**config.mk**
```make
export PLATFORM = sky130hd
export DESIGN_NAME = serial_sub_nbits
export DESIGN_NICKNAME = d
export VERILOG_FILES = /design/src/rtl/serial_sub_nbits.sv
export SDC_FILE = /design/constraint.sdc
export NUM_CORES = 1
export LEC_CHECK = 0
export ABC_AREA = 1
export BUFFER_PORTS_ARGS = -buffer_cell sky130_fd_sc_hd__buf_2
export CORE_ASPECT_RATIO = 1.4
export CORE_UTILIZATION = 50
export CTS_CLUSTER_SIZE = 20
export DETAILED_ROUTE_END_ITERATION = 6
export PLACE_DENSITY = 0.69
export SYNTH_ARGS = -nofsm -noshare
export SYNTH_HDL_FRONTEND = slang
export SYNTH_SLANG_ARGS = --single-unit
```
**constraint.sdc**
```tcl
create_clock -name clk -period 1.4 [get_ports clk]
set_input_delay 0.28 -clock clk [delete_from_list [all_inputs] [get_ports clk]]
set_output_delay 0.28 -clock clk [all_outputs]
set_load 0.01 [all_outputs]
```
**src/rtl/serial_sub_nbits.sv**
```systemverilog
// Bit-serial unsigned subtractor: a - b processed LSB first, one bit pair per clock.
// Operands are captured on an accepted start; diff/borrow update only when a result completes.
module serial_sub_nbits #(
  parameter int unsigned WIDTH = 8
) (
  input  logic             clk,
  input  logic             rst,
  input  logic             start,
  input  logic [WIDTH-1:0] a,
  input  logic [WIDTH-1:0] b,
  output logic             busy,
  output logic             done,
  output logic [WIDTH-1:0] diff,
  output logic             borrow
);

  localparam int unsigned CW = $clog2(WIDTH + 1);

  typedef enum logic [1:0] {
    IDLE = 2'd0,
    RUN  = 2'd1,
    DONE = 2'd2
  } state_t;

  state_t           state;
  logic [WIDTH-1:0] a_sr;
  logic [WIDTH-1:0] b_sr;
  logic [WIDTH-1:0] res_sr;
  logic             br;
  logic [CW-1:0]    cnt;

  logic             d_c;
  logic             br_next_c;
  logic             last_c;
  logic [WIDTH-1:0] res_next_c;

  // One full-subtractor bit slice plus the result shift toward diff[0].
  always_comb begin
    d_c        = a_sr[0] ^ b_sr[0] ^ br;
    br_next_c  = (~a_sr[0] & b_sr[0]) | (~(a_sr[0] ^ b_sr[0]) & br);
    last_c     = (cnt == CW'(WIDTH - 1));
    res_next_c = WIDTH'({d_c, res_sr} >> 1);
  end

  always_ff @(posedge clk or posedge rst) begin
    if (rst) begin
      state  <= IDLE;
      a_sr   <= '0;
      b_sr   <= '0;
      res_sr <= '0;
      br     <= 1'b0;
      cnt    <= '0;
      busy   <= 1'b0;
      done   <= 1'b0;
      diff   <= '0;
      borrow <= 1'b0;
    end else begin
      case (state)
        IDLE: begin
          done <= 1'b0;
          if (start) begin
            a_sr  <= a;
            b_sr  <= b;
            br    <= 1'b0;
            cnt   <= '0;
            busy  <= 1'b1;
            state <= RUN;
          end
        end
        RUN: begin
          a_sr   <= a_sr >> 1;
          b_sr   <= b_sr >> 1;
          res_sr <= res_next_c;
          br     <= br_next_c;
          cnt    <= cnt + CW'(1);
          // Last bit: publish the finished result directly from the slice outputs.
          if (last_c) begin
            diff   <= res_next_c;
            borrow <= br_next_c;
            done   <= 1'b1;
            state  <= DONE;
          end
        end
        DONE: begin
          done  <= 1'b0;
          busy  <= 1'b0;
          state <= IDLE;
        end
        default: begin
          done  <= 1'b0;
          busy  <= 1'b0;
          state <= IDLE;
        end
      endcase
    end
  end

endmodule
```
After elaboration in Yosys (flattened, before gate mapping)
Index checks and enable logic that the tools add are counted.
Operators by class
  multiplexer cells: 15
  bitwise gates (word level): 8
  add/subtract/negate cells: 1
  reductions and logical operators: 6
  equality and inequality tests: 4
Operators with widths (number)
  8-bit case mux with 2 select lines: 2
  8-bit two-way mux: 2
  4-bit case mux with 2 select lines: 1
  2-bit AND reduction: 4
  4-bit by 1-bit adder with 4-bit output (second input constant): 1
  4-bit by 3-bit == test with 1-bit output (second input constant): 1
  1-bit two-way mux: 4
  2-bit two-way mux: 2
  4-bit two-way mux: 1
  2-bit != test (second input constant): 2
  1-bit case mux with 2 select lines: 2
  2-bit case mux with 2 select lines: 1
  1-bit NOT: 3
  1-bit AND: 2
  2-bit by 1-bit == test with 1-bit output (second input constant): 1
  2-bit logical NOT: 1
  2-bit nonzero test: 1
  1-bit XOR: 2
  1-bit bitwise OR: 1
Word-level totals
  word-level logic and storage cells: 44
  output and inout bits: 11
  bits in registers: 42
  input port bits: 19

Logic depth before layout (Yosys ltp)
Gate-level depths: netlist of the first run.
  depth in word-level cells: 5
  gate-level depth with buffers: 6
  depth with buffers taken out: 6

Worst setup path after synthesis of the first run
Ideal clock, no wire load.
  path kind: flip-flop to flip-flop
  start: register a_sr[0]
  end: register diff[7]
  data arrival time: 1050 ps
  path slack: 285 ps
  cell stages (with the launch flop): 4
  path buffers: 0
  library setup time: 65 ps
  path through: dfrtp_1 fa_1 nand3_1 nand2_1
Between the ends
  word-level cells in the longest chain between the ends: 2
Ends and longest elaborated chain
  from (decl): line 26  | logic [WIDTH-1:0] a_sr;
  from (signal assigned): line 71  | a_sr <= a_sr >> 1;
  1-bit XOR (2 in a row): line 39  | d_c = a_sr[0] ^ b_sr[0] ^ br;
  net d_c: line 32  | logic d_c;
  to (signal assigned): line 78  | diff <= res_next_c;
  to (decl): line 13  | output logic [WIDTH-1:0] diff,
The timed path passes the listed nets, and every way through them passes these cells.
A chain may end at the register's enable or synchronous reset.

Final worst setup path of the first run
  start: register cnt[0]
  end: register borrow
Between the ends
  word-level cells in the longest chain between the ends: 2
Ends and longest elaborated chain
  from (decl): line 30  | logic [CW-1:0] cnt;
  from (signal assigned): line 75  | cnt <= cnt + CW'(1);
  4-bit by 3-bit == test with 1-bit output: line 41  | last_c = (cnt == CW'(WIDTH - 1));
  2-bit AND reduction (no source line)
  to (signal assigned): line 79  | borrow <= br_next_c;
  to (decl): line 14  | output logic borrow
No other way between the ends.

==> impl_metrics.env, run 1 <==
export IMPL_place_hpwl_mm=2.35
export IMPL_switching_power_mw=1.73
export IMPL_busiest_layer="met2"
export IMPL_final_cell_mix="nand2_1 (75), nand3_1 (43), dfrtp_1 (41)"
export IMPL_power_frac_seq=0.435
export IMPL_grtUsageMet1=0.231
export IMPL_synthesis_nets=219
export IMPL_wl_mm=3.42
export IMPL_seq_area_frac_synth=0.577
export IMPL_swShare=0.368
export IMPL_cts_sinks=41
export IMPL_power_density_nw_per_um2=2250
export IMPL_grt_max_degree=42
export IMPL_tns_ns=0
export IMPL_leakagePower_nw=1.11
export IMPL_post_cts_setup_buffers=0
export IMPL_port_buffers=29
export IMPL_core_area_sq_um=3380
export IMPL_ant_nets=0
export IMPL_dp_slack_ns=0.182
export IMPL_rsz0062_at_grt="no"
export IMPL_die_y_microns=72.6
export IMPL_critPathTopFamily="flip-flops"
export IMPL_nets=252
export IMPL_grt_met2_usage=0.384
export IMPL_power_share_combinational=0.358
export IMPL_netlist_area_sq_um=1780
export IMPL_cts_resized=0
export IMPL_finalCritPeriodShare=0.872
export IMPL_hold_viol=0
export IMPL_cts_tree="built"
export IMPL_drt_iter0_drc=18
export IMPL_dr_pass1_iters=4
export IMPL_grt_use_total=0.218
export IMPL_path_class="register to register"
export IMPL_row_count=25
export IMPL_worst_pin_slew_ns=0.364
export IMPL_hold_buffers=0
export IMPL_synth_mux_area_frac=0
export IMPL_end_kind="register"
export IMPL_cp_data_arrival_time_ns=1.41
export IMPL_slowest_delay_ns=0.43
export IMPL_critical_path_slowest_cell="dfrtp_1"
export IMPL_fmax_mhz=820
export IMPL_postSynthAreaPerCell_sq_um=8.99
export IMPL_clock_power_share=0.208
export IMPL_final_common_cell="nand2_1"
export IMPL_drive_gt1_frac=0.220
export IMPL_gp_congestion=0.757
export IMPL_p_int_mw=2.97
export IMPL_vias=1432
export IMPL_post_route_drc_count=0
export IMPL_fillers=306
export IMPL_outcome="finished, final reports clean"
export IMPL_clock_skew_final_ns=0.00823
export IMPL_clkSlewWorstSetupHoldPaths_ns=0.08
export IMPL_synth_seq_cells=41
export IMPL_dieWidth_microns=52.4
export IMPL_synth_fa_ha_area_frac=0.0183
export IMPL_design_area_sq_um=2090
export IMPL_clk_latency_ns=0.30
export IMPL_fp_dieArea_sq_um=3800
export IMPL_grt_ovfl_total=0
export IMPL_synth_compound_area_frac=0.0176
export IMPL_power_mw=4.71
export IMPL_cts_buffers=5
export IMPL_placed_area_sq_um=1970
export IMPL_synthSimpleGateAreaFrac=0.322
export IMPL_clk_path_buf_depth=2
export IMPL_r2r_start="cnt[0]"
export IMPL_synthDistinctLibCells=20
export IMPL_fin_ws_ns=0.180
export IMPL_ir_worst_vdd_mv=1.81
export IMPL_antenna_found_initial=0
export IMPL_cp_max_fo=11
export IMPL_timing_slew_headroom=0.757
export IMPL_critPathRequiredTime_ns=1.59
export IMPL_grt_pass1_vias=1455
export IMPL_io_pins=30
export IMPL_hold_worst_slack_ns=0.0216
export IMPL_setup_viol=0
export IMPL_period_needed_ns=1.22
export IMPL_initial_core_util=0.527
export IMPL_cp_start_kind="register"
export IMPL_grtUsageMet3=0.0646
export IMPL_diodes=0
export IMPL_slew_viol_final=0
export IMPL_synth_warnings=0
export IMPL_via_per_inst=5.26
export IMPL_startpoint="cnt[0]"
export IMPL_synthCells=198
export IMPL_critPathBufInv=1
export IMPL_cp_cell_sequence="ha_1 -> nand2_2 -> nor2_4 -> buf_4 -> nand3b_1 -> nand2_1"
export IMPL_cts_root_buf="clkbuf_8"
export IMPL_synth_top_family_by_area="simple AND/OR/NAND/NOR gates"
export IMPL_max_cap_viol_count=0
export IMPL_htree_levels=2
export IMPL_grt_pass1_wl_mm=6.06
export IMPL_synth_xor_area_share=0
export IMPL_wl_per_cell_microns=12.6
export IMPL_syn2layout_area_growth_pct=17.4
export IMPL_hp_class="input port to asynchronous set/reset pin"
[through the flow]
step,instances,utilization
after floorplan,198,-
after global placement,264,0.584
after detailed placement,264,0.584
after CTS,272,0.618
after global routing,272,0.618
final,272,0.618
[Yosys cell counts (all sizes together)]
master  count  area share
a21oi       1      0.0028
buf        10       0.045
dfrtp      41        0.58
fa          1       0.011
ha          1      0.0070
inv         9       0.020
nand2      79        0.17
nand3      43        0.12
nand3b      1      0.0042
nand4       1      0.0035
nor2        6       0.021
o21ai       4       0.011
o22ai       1      0.0035
[worst paths after layout]
check                          end  slack [ns]  cells past startpoint
max in group asynchronous  a_sr[7]        1.18                      3
min                        diff[6]        0.02                      3
max reg2reg                 borrow        0.18                      6
min reg2reg                 borrow        0.47                      2
min in group clk           b_sr[7]        0.18                      3
max                         borrow        0.18                      6
[state kept, by name, summed over array words and instances, names as in the netlist]
name / count
a_sr: 8
b_sr: 8
diff: 8
res_sr: 7
cnt: 4
state: 2
borrow: 1
br: 1
busy: 1
done: 1
[layout make-up]
cell class,instances,area (sq um),share of cell area
Timing Repair Buffer,36,223,0.107
Sequential cell,41,1030,0.491
Clock inverter,1,30.0,0.0144
Inverter,9,36.3,0.0174
Tap cell,40,50.0,0.0240
Multi-Input combinational cell,138,637,0.305
Clock buffer,7,86.3,0.0413
[routing by layer]
metal / up-vias / share of wire
met5: - / 0
met4: 0 / 0.028
met3: 10 / 0.042
met2: 39 / 0.53
met1: 686 / 0.40
li1: 697 / -
[power by group through the flow]
stage	registers (mW)	logic [mW]	clock network [mW]
3_5_place_dp	2.06	1.71	0
2_1_floorplan	2.07	1.20	0
3_3_place_gp	2.03	1.66	0
6_report	2.05	1.68	0.978
4_1_cts	2.05	1.72	0.997
5_1_grt	2.11	1.96	1.05
[logic make-up after synthesis]
family,Yosys count
AND/OR/NAND/NOR,130
AO/OA/AOI/OAI,6
adder cells (fa/ha/maj),2
buffers and inverters,19
flip-flops,41
[worst min-delay path, delay by kind of cell]
kind / cells / cell delay (ns)
buffers and inverters: 3 / 0.42
(Power assumes the default switching activity.)
==> run 2: changes to the inputs <==
--- a/config.mk
+++ b/config.mk
@@ -8,10 +8,11 @@
 export ABC_AREA = 1
 export BUFFER_PORTS_ARGS = -buffer_cell sky130_fd_sc_hd__buf_2
 export CORE_ASPECT_RATIO = 1.4
-export CORE_UTILIZATION = 50
+export CORE_MARGIN = 2
+export CORE_UTILIZATION = 49
 export CTS_CLUSTER_SIZE = 20
 export DETAILED_ROUTE_END_ITERATION = 6
-export PLACE_DENSITY = 0.69
+export PLACE_DENSITY = 0.71
 export SYNTH_ARGS = -nofsm -noshare
 export SYNTH_HDL_FRONTEND = slang
 export SYNTH_SLANG_ARGS = --single-unit
==> constraint.sdc (replaced) <==
create_clock -name clk -period 1 [get_ports clk]
set_input_delay 0.2 -clock clk [delete_from_list [all_inputs] [get_ports clk]]
set_output_delay 0.2 -clock clk [all_outputs]
set_load 0.01 [all_outputs]
==> run 2 against run 1 <==
Effect of this change: the flow now finishes with violations (negative setup slack); die area up 8.7%; critical endpoint is now a_sr[3]; clock-buffer cell count down 2; register-to-register slack worse by 0.34 ns; combinational power rose to 2.5 times the previous value; largest power group is now combinational logic; utilization up 15 points; first-iteration DRC count up 17%; sequential share of layout area down 10 points; power up 85%; largest cell class unchanged; cell count up 11%.
==> impl_metrics.env, run 2 (synthesized netlist as in run 1, its figures left out) <==
export IMPL_final_cell_mix="nand2_1 (66), dfrtp_1 (41), nand3_1 (27), buf_2 (27), buf_4 (22)"
export IMPL_hold_worst_slack_ns=0.0946
export IMPL_post_route_drc_count=0
export IMPL_cp_cell_sequence="nand2_8 -> inv_8 -> buf_6 -> buf_6 -> nand2_1 -> nand3_1"
export IMPL_reg2reg_depth=6
export IMPL_hold_viol=0
export IMPL_core_area_sq_um=3440
export IMPL_clock_skew_final_ns=0.00981
export IMPL_fin_ws_ns=-0.161
export IMPL_critical_path_slowest_cell="dfrtp_1"
export IMPL_wl_per_cell_microns=13.6
export IMPL_grt_pass1_vias=1490
export IMPL_nets=283
export IMPL_row_count=25
export IMPL_grt_ovfl_total=0
export IMPL_ir_worst_vdd_mv=2.89
export IMPL_cts_tree="built"
export IMPL_cp_max_fo=7
export IMPL_worst_pin_slew_ns=0.217
export IMPL_tns_ns=-3.87
export IMPL_dieWidth_microns=54.9
export IMPL_place_hpwl_mm=2.53
export IMPL_grt_use_total=0.225
export IMPL_leakagePower_nw=1.35
export IMPL_clk_latency_ns=0.30
export IMPL_port_buffers=29
export IMPL_max_cap_viol_count=0
export IMPL_cts_root_buf="clkbuf_8"
export IMPL_critPathRequiredTime_ns=1.18
export IMPL_r2r_start="state[0]"
export IMPL_hp_class="input port to register"
export IMPL_vias=1535
export IMPL_slowest_delay_ns=0.46
export IMPL_final_common_cell="nand2_1"
export IMPL_outcome="complete, but fails checks"
export IMPL_top_regs="a_sr (8), b_sr (8), diff (8)"
export IMPL_clk_path_buf_depth=2
export IMPL_drive_gt1_frac=0.437
export IMPL_finalCritPeriodShare=1.16
export IMPL_cp_data_arrival_time_ns=1.34
export IMPL_violations="negative setup slack"
export IMPL_dr_pass1_iters=4
export IMPL_cts_sinks=41
export IMPL_period_needed_ns=1.16
export IMPL_clkSlewWorstSetupHoldPaths_ns=0.09
export IMPL_htree_levels=2
export IMPL_critPathCapture="a_sr[3]"
export IMPL_syn2layout_area_growth_pct=48.7
export IMPL_fillers=245
export IMPL_power_density_nw_per_um2=3290
export IMPL_cp_start_kind="register"
export IMPL_diodes=0
export IMPL_drt_iter0_drc=21
export IMPL_ff_latch_area_sq_um=1030
export IMPL_timing_slew_headroom=0.855
export IMPL_die_y_microns=75.3
export IMPL_grt_pass1_wl_mm=6.52
export IMPL_slew_viol_final=0
export IMPL_setup_viol=51
export IMPL_timing_rr_end="a_sr[3]"
export IMPL_gp_congestion=0.703
export IMPL_critPathMostFrequentCell="buf_6"
export IMPL_grt_max_degree=26
export IMPL_fp_dieArea_sq_um=4140
export IMPL_antenna_found_initial=0
export IMPL_regToRegSetupSlack_ns=-0.16
export IMPL_ant_nets=0
export IMPL_initial_core_util=0.517
export IMPL_multi_input_area_sq_um=790
export IMPL_cts_buffers=5
export IMPL_wl_mm=4.13
export IMPL_io_pins=30
export IMPL_startpoint="state[0]"
export IMPL_via_per_inst=5.07
export IMPL_end_kind="register"
export IMPL_rsz0062_at_grt="yes"
export IMPL_path_class="register to register"
export IMPL_fmax_mhz=862
run 2: cell count changes in the layout (fill, tap and decap cells not counted), sizes merged:
cell / before / now
clkbuf: 7 / 5
clkinv: 0 / 1
clkinvlp: 0 / 1
dlygate4sd3: 0 / 1
buf: 36 / 66
bufinv: 1 / 2
inv: 9 / 8
run 2: timing repair:
item                                   4_1_cts  5_1_grt
setup buffers                               11        5
endpoints found under the hold margin       41        0
setup endpoints to repair                   47       52
cloned                                       2        0
gates resized for setup                     27       23
pin swaps                                    4        3
hold buffers                                 1        0
run 2: final cells by class:
type | instances | share of cell area
clock buffer | 5 | 0.0260
inverter | 9 | 0.0180
clock inverter | 3 | 0.0246
multi-input combinational | 138 | 0.298
timing repair buffer | 67 | 0.226
sequential | 41 | 0.388
tap | 40 | 0.0189
run 2: worst min path at each step:
stage | from | end | cells after the start
finish | b[7] | b_sr[7] | 3
floorplan | rst | a_sr[0] | 1
detailed placement | rst | diff[5] | 3
global route | b[7] | b_sr[7] | 3
global placement | rst | diff[6] | 3
CTS | b[7] | b_sr[7] | 3
run 2: report_power, final:
group          switching (mW)  internal (mW)
sequential              0.505           2.39
combinational            2.02           2.20
clock                   0.599          0.992
total                    3.13           5.59
run 2: worst max-delay path, delay by kind of cell, from the launching register on:
family        cells  cell delay, ns
simple gates      3            0.27
flops             1            0.46
buf+inv           3            0.30
run 2: routing by layer:
metal	global-route usage	wire, microns	share of wire
met2	0.403	2230	0.54
met3	0.0471	117	0.028
met1	0.253	1680	0.41
met5	0	0	0
met4	0.0894	103	0.025
run 2: metrics by stage:
| step | instance area, sq um | total power, mW | instances | util | worst slack (ns) |
|---|---|---|---|---|---|
| 6_report | 2650 | 8.72 | 303 | 0.769 | -0.161 |
| 5_1_grt | 2650 | 9.29 | 303 | 0.769 | -0.243 |
| 4_1_cts | 2530 | 8.28 | 300 | 0.734 | -0.150 |
| 3_5_place_dp | 2150 | 5.76 | 278 | 0.624 | -0.141 |
| 3_3_place_gp | 2150 | 5.65 | 278 | 0.624 | -0.0997 |
| 2_1_floorplan | 1800 | 4.63 | 198 | - | -0.0857 |
==> run 3: changes to the inputs <==
--- a/config.mk
+++ b/config.mk
@@ -5,7 +5,7 @@
 export SDC_FILE = /design/constraint.sdc
 export NUM_CORES = 1
 export LEC_CHECK = 0
-export ABC_AREA = 1
+export ABC_AREA = 0
 export BUFFER_PORTS_ARGS = -buffer_cell sky130_fd_sc_hd__buf_2
 export CORE_ASPECT_RATIO = 1.4
 export CORE_MARGIN = 2
==> run 3 against run 2 <==
Effect of this change: the flow still finishes with violations (negative setup slack); routed wire length up 14%; worst setup slack worse by 0.24 ns; clock power down 35%; cell count down 5.9%; sequential share of layout area down 1.3 points; register-to-register slack worse by 0.24 ns; sequential power down 4%; combinational power down 8.3%; first-iteration DRC count up 110%; power down 12%; maximum frequency down 17%; critical endpoint is now diff[6].
==> impl_metrics.env, run 3 <==
export IMPL_placed_area_sq_um=2140
export IMPL_initial_core_util=0.502
export IMPL_hp_class="input port to register"
export IMPL_post_route_drc_count=0
export IMPL_power_density_nw_per_um2=2810
export IMPL_port_buffers=29
export IMPL_cp_start_kind="register"
export IMPL_violations="negative setup slack"
export IMPL_cts_buffers=5
export IMPL_synth_warnings=0
export IMPL_timing_slew_headroom=0.853
export IMPL_synthCells=164
export IMPL_htree_levels=2
export IMPL_critical_path_slowest_cell="dfrtp_1"
export IMPL_clk_path_buf_depth=2
export IMPL_top_regs="a_sr (8), b_sr (8), diff (8)"
export IMPL_synthesis_nets=185
export IMPL_cp_max_fo=5
export IMPL_worst_pin_slew_ns=0.221
export IMPL_timing_rr_end="diff[6]"
export IMPL_min_delay_start="b[7]"
export IMPL_max_cap_viol_count=0
export IMPL_end_kind="register"
export IMPL_grt_ovfl_total=0
export IMPL_seq_area_frac_synth=0.571
export IMPL_final_core_util=0.765
export IMPL_slew_viol_final=0
export IMPL_vias=1521
export IMPL_regToRegSetupSlack_ns=-0.40
export IMPL_cts_root_buf="clkbuf_8"
export IMPL_wl_mm=4.70
export IMPL_wl_per_cell_microns=16.5
export IMPL_nets=263
export IMPL_hold_viol=0
export IMPL_startpoint="cnt[1]"
export IMPL_place_hpwl_mm=2.66
export IMPL_antenna_found_initial=0
export IMPL_grt_pass1_wl_mm=7.28
export IMPL_core_area_sq_um=3580
export IMPL_clk_latency_ns=0.30
export IMPL_netlist_area_sq_um=1800
export IMPL_die_y_microns=75.6
export IMPL_ys_top_cells_by_count="dfrtp_1 (41), nand2_1 (36), o21ai_0 (14), a21oi_1 (12), and3b_1 (9)"
export IMPL_io_pins=30
export IMPL_postSynthAreaPerCell_sq_um=10.9
export IMPL_synth_area_leader_cell="dfrtp_1"
export IMPL_r2r_start="cnt[1]"
export IMPL_dieWidth_microns=55.2
export IMPL_diodes=0
export IMPL_finalCritPeriodShare=1.40
export IMPL_critPathRequiredTime_ns=1.18
export IMPL_power_mw=7.69
export IMPL_row_count=26
export IMPL_setup_viol=52
export IMPL_clkSlewWorstSetupHoldPaths_ns=0.07
export IMPL_outcome="complete, but fails checks"
export IMPL_slowest_delay_ns=0.37
export IMPL_fmax_mhz=715
export IMPL_synth_most_common_cell="dfrtp_1"
export IMPL_dr_pass1_iters=4
export IMPL_synth_main_ff_cell="dfrtp_1"
export IMPL_final_common_cell="dfrtp_1"
export IMPL_cts_tree="built"
export IMPL_critPathCapture="diff[6]"
export IMPL_ir_worst_vdd_mv=1.76
export IMPL_via_per_inst=5.34
export IMPL_ant_nets=0
export IMPL_gp_congestion=0.761
export IMPL_fp_dieArea_sq_um=4170
export IMPL_yosys_top_cells_area="dfrtp_1 (57%), nand2_1 (7.5%), mux2_4 (6.7%)"
export IMPL_design_area_sq_um=2740
export IMPL_synthDistinctLibCells=28
export IMPL_drt_iter0_drc=44
export IMPL_final_cell_mix="dfrtp_1 (41), buf_4 (31), buf_2 (26)"
export IMPL_fin_ws_ns=-0.398
export IMPL_grt_max_degree=42
export IMPL_synth_top_area_share=0.571
export IMPL_clock_skew_final_ns=0.00258
export IMPL_cts_sinks=41
export IMPL_cp_data_arrival_time_ns=1.58
export IMPL_grt_pass1_vias=1599
export IMPL_syn2layout_area_growth_pct=52.4
export IMPL_period_needed_ns=1.40
export IMPL_cp_cell_sequence="ha_2 -> and3b_4 -> and2_4 -> mux2_4"
export IMPL_rsz0062_at_grt="yes"
export IMPL_async_flop_share=1.00
export IMPL_path_class="register to register"
export IMPL_grt_use_total=0.252
export IMPL_synth_seq_cells=41
export IMPL_drive_gt1_frac=0.584
export IMPL_synth_edf_count=0
export IMPL_leakagePower_nw=1.38
export IMPL_reg2reg_depth=4
run 3: cell types whose count changed after synthesis, moves of 8 or more:
cell and change:
o21ai_0 +12, mux2_4 +8, a21oi_1 +11, nand2_1 -39
nand3_1 -42, and3b_1 +9
run 3: what timing repair did:
| action | CTS | global route |
|---|---|---|
| cloned | 4 | 0 |
| gates resized for setup | 50 | 22 |
| endpoints found under the setup margin | 52 | 52 |
| pin swaps | 23 | 10 |
| setup buffers | 17 | 9 |
| hold endpoints to repair | 41 | 0 |
| hold buffers | 1 | 0 |
run 3: per-stage QoR:
stage	TNS, ns	cells	setup slack (ns)	hold slack [ns]
floorplan	-5.73	164	-0.455	0.185
global placement	-7.53	248	-0.354	0.261
detailed placement	-8.74	248	-0.418	0.267
CTS	-8.62	277	-0.390	0.115
global route	-11.64	285	-0.430	0.118
finish	-9.33	285	-0.398	0.115
run 3: logic make-up (layout without fill, tap and decap cells):
| family | Yosys count | after routing | synth area share |
|---|---|---|---|
| AND/OR/NAND/NOR | 57 | 59 | 0.160 |
| AO/OA/AOI/OAI | 40 | 40 | 0.133 |
| adder cells (fa/ha/maj) | 2 | 2 | 0.0181 |
| buffers and inverters | 15 | 92 | 0.0446 |
| multiplexers | 9 | 9 | 0.0725 |
| flip-flops | 41 | 41 | 0.571 |
run 3: area by class of cell:
cell class | instances | area [sq um]
multi-input cells | 110 | 888
inverters | 4 | 21.3
clock inverters | 2 | 10.0
fillers | 218 | 842
repair buffers | 80 | 666
well taps | 42 | 52.6
flip-flops and latches | 41 | 1030
clock buffers | 6 | 72.6
run 3: worst min-delay path by stage:
stage	end	slack [ns]	cells past startpoint
floorplan	a_sr[0]	0.19	1
global placement	res_sr[6]	0.26	3
detailed placement	res_sr[5]	0.27	3
CTS	a_sr[7]	0.12	2
global route	b_sr[7]	0.12	2
finish	b_sr[7]	0.11	2
run 3: worst max-delay path: cells and delay by family, from the launching register on:
| family | cells | cell delay [ns] |
|---|---|---|
| DFF | 1 | 0.37 |
| muxes | 1 | 0.32 |
| and+or+nand+nor | 2 | 0.41 |
| adders and majority gates | 1 | 0.18 |
run 3: power by group:
| group | switching [mW] | internal [mW] | leakage [nW] | total [mW] |
|---|---|---|---|---|
| Combinational | 1.69 | 2.19 | 0.812 | 3.88 |
| Clock | 0.560 | 0.483 | 0.0450 | 1.04 |
| Sequential | 0.457 | 2.31 | 0.522 | 2.77 |
| Total | 2.71 | 4.98 | 1.38 | 7.69 |
run 3: routing by layer:
| layer | vias up | part of all wire | track usage |
|---|---|---|---|
| met4 | 0 | 0.026 | 0.100 |
| li1 | 714 | - | - |
| met3 | 12 | 0.037 | 0.0588 |
| met2 | 40 | 0.56 | 0.456 |
| met1 | 755 | 0.38 | 0.275 |
| met5 | - | 0 | 0 |
